**config.mk**
```make
export PLATFORM = sky130hd
export DESIGN_NAME = stopwatch_ctrl
export DESIGN_NICKNAME = d
export VERILOG_FILES = /design/src/rtl/stopwatch_pkg.sv /design/src/rtl/sw_debounce.sv /design/src/rtl/stopwatch_ctrl.sv
export SDC_FILE = /design/constraint.sdc
export NUM_CORES = 1
export LEC_CHECK = 0
export BUFFER_PORTS_ARGS = -buffer_cell sky130_fd_sc_hd__buf_2
export CAP_MARGIN = 20
export CORE_UTILIZATION = 50
export CTS_CLUSTER_SIZE = 14
export DETAILED_ROUTE_END_ITERATION = 6
export GPL_TIMING_DRIVEN = 1
export HOLD_SLACK_MARGIN = 0.06
export PLACE_DENSITY = 0.68
export SETUP_SLACK_MARGIN = 0.5
export SLEW_MARGIN = 20
export SYNTH_ARGS = -nofsm -noshare
export SYNTH_HDL_FRONTEND = slang
export SYNTH_SLANG_ARGS = --single-unit
```
**constraint.sdc**
```tcl
create_clock -name clk -period 2.6 [get_ports clk]
set_input_delay 0.39 -clock clk [delete_from_list [all_inputs] [get_ports clk]]
set_output_delay 0.39 -clock clk [all_outputs]
set_load 0.02 [all_outputs]
```
**src/rtl/stopwatch_pkg.sv**
```systemverilog
// Shared types and defaults for the stopwatch controller.
package stopwatch_pkg;

  typedef enum logic [1:0] {
    StIdle  = 2'd0,
    StRun   = 2'd1,
    StPause = 2'd2,
    StLap   = 2'd3
  } sw_state_e;

  localparam int unsigned DefaultDbCycles = 20;
  localparam int unsigned DefaultTickDiv  = 10;

  // Counter width able to hold 0..n-1, never narrower than one bit.
  function automatic int unsigned cnt_width(int unsigned n);
    return (n > 1) ? $clog2(n) : 1;
  endfunction

endpackage

```
**src/rtl/sw_debounce.sv**
```systemverilog
// Push-button front end: 2-flop synchronizer, stable-sample debouncer and rising-edge pulse.
module sw_debounce import stopwatch_pkg::*; #(
  parameter int unsigned DB_CYCLES = DefaultDbCycles
) (
  input  logic clk,
  input  logic rst,
  input  logic btn,
  output logic press
);

  localparam int unsigned CntW = cnt_width(DB_CYCLES);

  logic [1:0]      sync_q;
  logic [CntW-1:0] cnt_q;
  logic            level_q;
  logic            level_dly_q;

  always_ff @(posedge clk or posedge rst) begin
    if (rst) begin
      sync_q      <= '0;
      cnt_q       <= '0;
      level_q     <= 1'b0;
      level_dly_q <= 1'b0;
      press       <= 1'b0;
    end else begin
      sync_q      <= {sync_q[0], btn};
      level_dly_q <= level_q;
      press       <= level_q & ~level_dly_q;
      // Any sample matching the accepted level restarts the stability run.
      if (sync_q[1] == level_q) begin
        cnt_q <= '0;
      end else if (cnt_q == CntW'(DB_CYCLES - 1)) begin
        level_q <= sync_q[1];
        cnt_q   <= '0;
      end else begin
        cnt_q <= cnt_q + 1'b1;
      end
    end
  end

endmodule

```
**src/rtl/stopwatch_ctrl.sv**
```systemverilog
// Stopwatch control FSM with debounced buttons and tick prescaler.
// Define SW_LAP_EN to build the lap button path and the LAP (display hold) state.
module stopwatch_ctrl import stopwatch_pkg::*; #(
  parameter int unsigned DB_CYCLES = DefaultDbCycles,
  parameter int unsigned TICK_DIV  = DefaultTickDiv
) (
  input  logic       clk,
  input  logic       rst,
  input  logic       btn_start,
  input  logic       btn_lap,
  input  logic       btn_clr,
  output logic       cnt_en,
  output logic       cnt_clr,
  output logic       disp_hold,
  output logic [1:0] state
);

  localparam int unsigned PreW = cnt_width(TICK_DIV);
`ifdef SW_LAP_EN
  localparam bit LapEn = 1'b1;
`else
  localparam bit LapEn = 1'b0;
`endif

  sw_state_e       state_q;
  logic [PreW-1:0] pre_q;
  logic            hold_q;
  logic            press_start, press_lap, press_clr;
  logic            go_start, go_lap, go_clr;

  sw_debounce #(.DB_CYCLES(DB_CYCLES)) u_db_start (
    .clk   (clk),
    .rst   (rst),
    .btn   (btn_start),
    .press (press_start)
  );

  sw_debounce #(.DB_CYCLES(DB_CYCLES)) u_db_clr (
    .clk   (clk),
    .rst   (rst),
    .btn   (btn_clr),
    .press (press_clr)
  );

`ifdef SW_LAP_EN
  sw_debounce #(.DB_CYCLES(DB_CYCLES)) u_db_lap (
    .clk   (clk),
    .rst   (rst),
    .btn   (btn_lap),
    .press (press_lap)
  );
`else
  logic unused_btn_lap;
  assign unused_btn_lap = btn_lap;
  assign press_lap      = 1'b0;
`endif

  // Only the highest-priority press of a cycle is acted on; the rest are dropped.
  always_comb begin
    go_clr   = press_clr;
    go_start = press_start & ~press_clr;
    go_lap   = press_lap & ~press_start & ~press_clr;
  end

  always_ff @(posedge clk or posedge rst) begin
    if (rst) begin
      state_q <= StIdle;
      pre_q   <= '0;
      hold_q  <= 1'b0;
      cnt_en  <= 1'b0;
      cnt_clr <= 1'b0;
    end else begin
      cnt_en  <= 1'b0;
      cnt_clr <= 1'b0;
      // Prescaler freezes outside RUN/LAP so a pause keeps the partial tick.
      if (state_q == StRun || state_q == StLap) begin
        if (pre_q == PreW'(TICK_DIV - 1)) begin
          pre_q  <= '0;
          cnt_en <= 1'b1;
        end else begin
          pre_q <= pre_q + 1'b1;
        end
      end
      unique case (state_q)
        StIdle: begin
          if (go_clr) begin
            cnt_clr <= 1'b1;
            pre_q   <= '0;
          end else if (go_start) begin
            state_q <= StRun;
          end
        end
        StRun: begin
          if (go_start) begin
            state_q <= StPause;
          end else if (go_lap) begin
            state_q <= StLap;
            hold_q  <= 1'b1;
          end
        end
        StPause: begin
          if (go_clr) begin
            state_q <= StIdle;
            cnt_clr <= 1'b1;
            pre_q   <= '0;
          end else if (go_start) begin
            state_q <= StRun;
          end
        end
        StLap: begin
          if (go_start) begin
            state_q <= StPause;
            hold_q  <= 1'b0;
          end else if (go_lap) begin
            state_q <= StRun;
            hold_q  <= 1'b0;
          end
        end
        default: state_q <= StIdle;
      endcase
    end
  end

  assign state     = state_q;
  assign disp_hold = LapEn ? hold_q : 1'b0;

endmodule

```
==> impl_results.md <==
* CP peak stage delay at around 0.48 ns
* Crit end category: primary output
* Gr ovfl total at 0
* DP HPWL at roughly 980 µm
* Final Non-Filler Cells at between 100 and 150
* Row cnt at 16
* Combinational Power Share at 0.042
* Reg2Reg Depth at 4
* Placed inst area at 0.001185 mm²
* Worst R2R End: u_db_start.level_q
* Vias per cell at approximately 5
* Register area share after synthesis at 0.6278
* CTS Hold Bufs at 0
* Die Ht at between 40 and 50 µm
* P_int at 0.5431 mW
* Post-CTS Setup Inserts at 0
* Most common cell after layout, fill and taps aside: dfrtp_1
* H-tree depth at 1
* Count of final setup violators at 0
* Vias in the first global route at 621
* DIE AREA at 0.002425 mm²
* Tmin final at 1.393 ns
* Clock slew at reported path FFs at 0.13 ns
* Pwr Density at between 500 and 600 mW/mm²
* Setup TNS at 0 ns
* Clock latency on the worst-skew pair at between 0.3 and 0.4 ns
* Max Root-Sink Buffers at 2
* Most frequent cells in the layout: dfrtp_1, nand2_1, nor2_1, buf_2, nor2b_1
* CP Class: flop to primary output
* F_max at 717.9 MHz
* Core Box Area at approximately 0.002 mm²
* Drt wl/cell at 10.46 µm
* Warning count from the yosys run at 0
* Mapped Nets at between 100 and 150
* Tcrit/Tclk final at 0.5357
* Sw Pwr at roughly 0.14 mW
* Sequential share of power at 0.667
* Clk sinks at 28
* Layout area overhead at 9.417%
* Switching power share of the total at 0.2038
* CTS resizes at 0
* Total GRT Usage at 0.1456
* N_diodes at 0
* CP required at 2.21 ns
* Status: complete, no violations
* Post-Syn Area per Cell at roughly 12 µm²
* Clock buffer count from CTS at 3
* FF-to-FF Start: u_db_start.cnt_q[0]
* Worst min path class: primary input to async pin
* Final Hold Viols at 0
* First-pass GRT wire length at 2.601 mm
* Mapped cell area at 0.001116 mm²
* Initial drt markers at 12
* Skew final at 0.002476 ns
* Final Max Slew Viols at 0
* Final Net Count at 113
* Residual DRC at 0
* Leak at 0.5954 nW
* Number of antenna violations at the first check in global routing at 0
* Synthesized flop and latch total at 28
* Worst VDD drop at 553.5 µV
* Via Count at 643
* Largest net degree at the start of global routing at 29
* Root buffer cell: clkbuf_4
* I/O Buffers at 7
* Buf/Inv on CP at 1
* Initial Util at 0.5520
* Clock Power Share at 0.292
* CP max FO at 8
* CTS tree: yes
* Reg2Reg Setup Slack at 1.25 ns
* Top-Level Pins at 10
* Post-synthesis cell count at 94
* Die width at 49.25 µm
* DRT antenna net count at 0
* Hold WS at 0.1075 ns
* Gpl congestion at 0.7856
* Post-Route WL at 1.381 mm
* Drt pass-1 iters at 4
* CP max-delay cell: dfrtp_1
* Final instance area at ~0.0012 mm²
* Layout cells sized above 1 at 0.1524
* RSZ-0062 raised after global routing: no
* Crit-path leading delay family: flip-flops
* Placed Cells at 128
* Crit path launch type: flop
* Netlist cell types at 23
* Max-cap viol count at 0
* WP data arrival at 1.00 ns
* CP Cell Sequence: buf_2
==> cells in the mapped netlist <==
| cell type | instances | area (µm²) |
|---|---|---|
| or2b_4 | 1 | 11.26 |
| ha_1 | 2 | 25.02 |
| nand2b_1 | 2 | 12.51 |
| a211o_1 | 1 | 8.760 |
| nor2_1 | 7 | 26.28 |
| mux2i_1 | 1 | 10.01 |
| and2_1 | 4 | 25.02 |
| buf_4 | 1 | 7.510 |
| xnor2_1 | 5 | 43.79 |
| nor3_1 | 3 | 15.01 |
| nand2_1 | 9 | 33.78 |
| nor2b_1 | 6 | 37.54 |
| dfrtp_1 | 28 | 700.7 |
| a21oi_1 | 2 | 10.01 |
| conb_1 | 1 | 3.750 |
| mux2_2 | 2 | 22.52 |
| inv_1 | 2 | 7.510 |
| o21ai_0 | 4 | 20.02 |
| nand3_1 | 4 | 20.02 |
| nand3b_1 | 1 | 7.510 |
| xor2_1 | 5 | 43.79 |
| a21oi_2 | 1 | 8.760 |
| o31ai_1 | 2 | 15.01 |
==> worst max-delay path by stage <==
stage / from / cells after the start / slack [ns] / to
floorplan: u_db_start.cnt_q[0] / 4 / 1.39 / u_db_start.level_q
global placement: u_db_start.cnt_q[0] / 4 / 1.28 / u_db_start.level_q
detailed placement: u_db_start.cnt_q[0] / 4 / 1.26 / u_db_start.level_q
CTS: state[0] / 1 / 1.18 / state[0]
global route: state[0] / 1 / 1.12 / state[0]
finish: state[0] / 1 / 1.21 / state[0]
==> flip-flops by register name, indices dropped and copies added, names as in the netlist, 2 cells and up <==
signal             flops
pre_q                  4
u_db_clr.sync_q        2
state                  2
u_db_start.cnt_q       5
u_db_clr.cnt_q         5
u_db_start.sync_q      2
==> final cells by class <==
cell class / instances / area (µm²)
Clock buffer: 4 / 36.28
Multi-Input combinational cell: 63 / 400.4
Tap cell: 27 / 33.78
Sequential cell: 28 / 700.7
Inverter: 2 / 7.507
Timing Repair Buffer: 8 / 42.54
Fill cell: 173 / 800.8
==> stage by stage <==
stage          power, mW  setup slack [ns]    util
6_report          0.6821             1.207  0.6040
5_1_grt           0.7146             1.117  0.6040
4_1_cts           0.6935             1.185  0.6040
3_5_place_dp      0.4928             1.258  0.5860
3_3_place_gp      0.4918             1.284  0.5860
2_1_floorplan     0.4843             1.391       -
==> power by group through the flow <==
| stage | registers (mW) | logic [mW] | clock network, mW |
|---|---|---|---|
| after floorplan | 0.461 | 0.0228 | 0 |
| after global placement | 0.463 | 0.0290 | 0 |
| after global routing | 0.456 | 0.0340 | 0.224 |
| final | 0.455 | 0.0285 | 0.199 |
| after CTS | 0.455 | 0.0297 | 0.209 |
| after detailed placement | 0.463 | 0.0294 | 0 |
==> routing by layer <==
| metal | GRT usage | wire length [µm] | vias to the layer above |
|---|---|---|---|
| met1 | 0.1897 | 711 | 301 |
| met4 | 0.04412 | 14 | 0 |
| met5 | 0 | 0 | - |
| met2 | 0.2237 | 615 | 9 |
| li1 | - | - | 331 |
| met3 | 0.05607 | 40 | 2 |
==> logic make-up (layout without fill, tap and decap cells) <==
kind of cell               after synthesis  in the layout  share of synthesized area
and+or+nand+nor                         37             37                     0.1693
other                                    1              1                   0.003360
buffers and inverters                    3             14                    0.01346
DFF                                     28             28                     0.6278
xor gates and xnor gates                10             10                    0.07847
adders and majority gates                2              2                    0.02242
AOI/OAI and AO/OA                       10             10                    0.05605
muxes                                    3              3                    0.02915
Note: power is estimated with default switching activity, not from simulation.
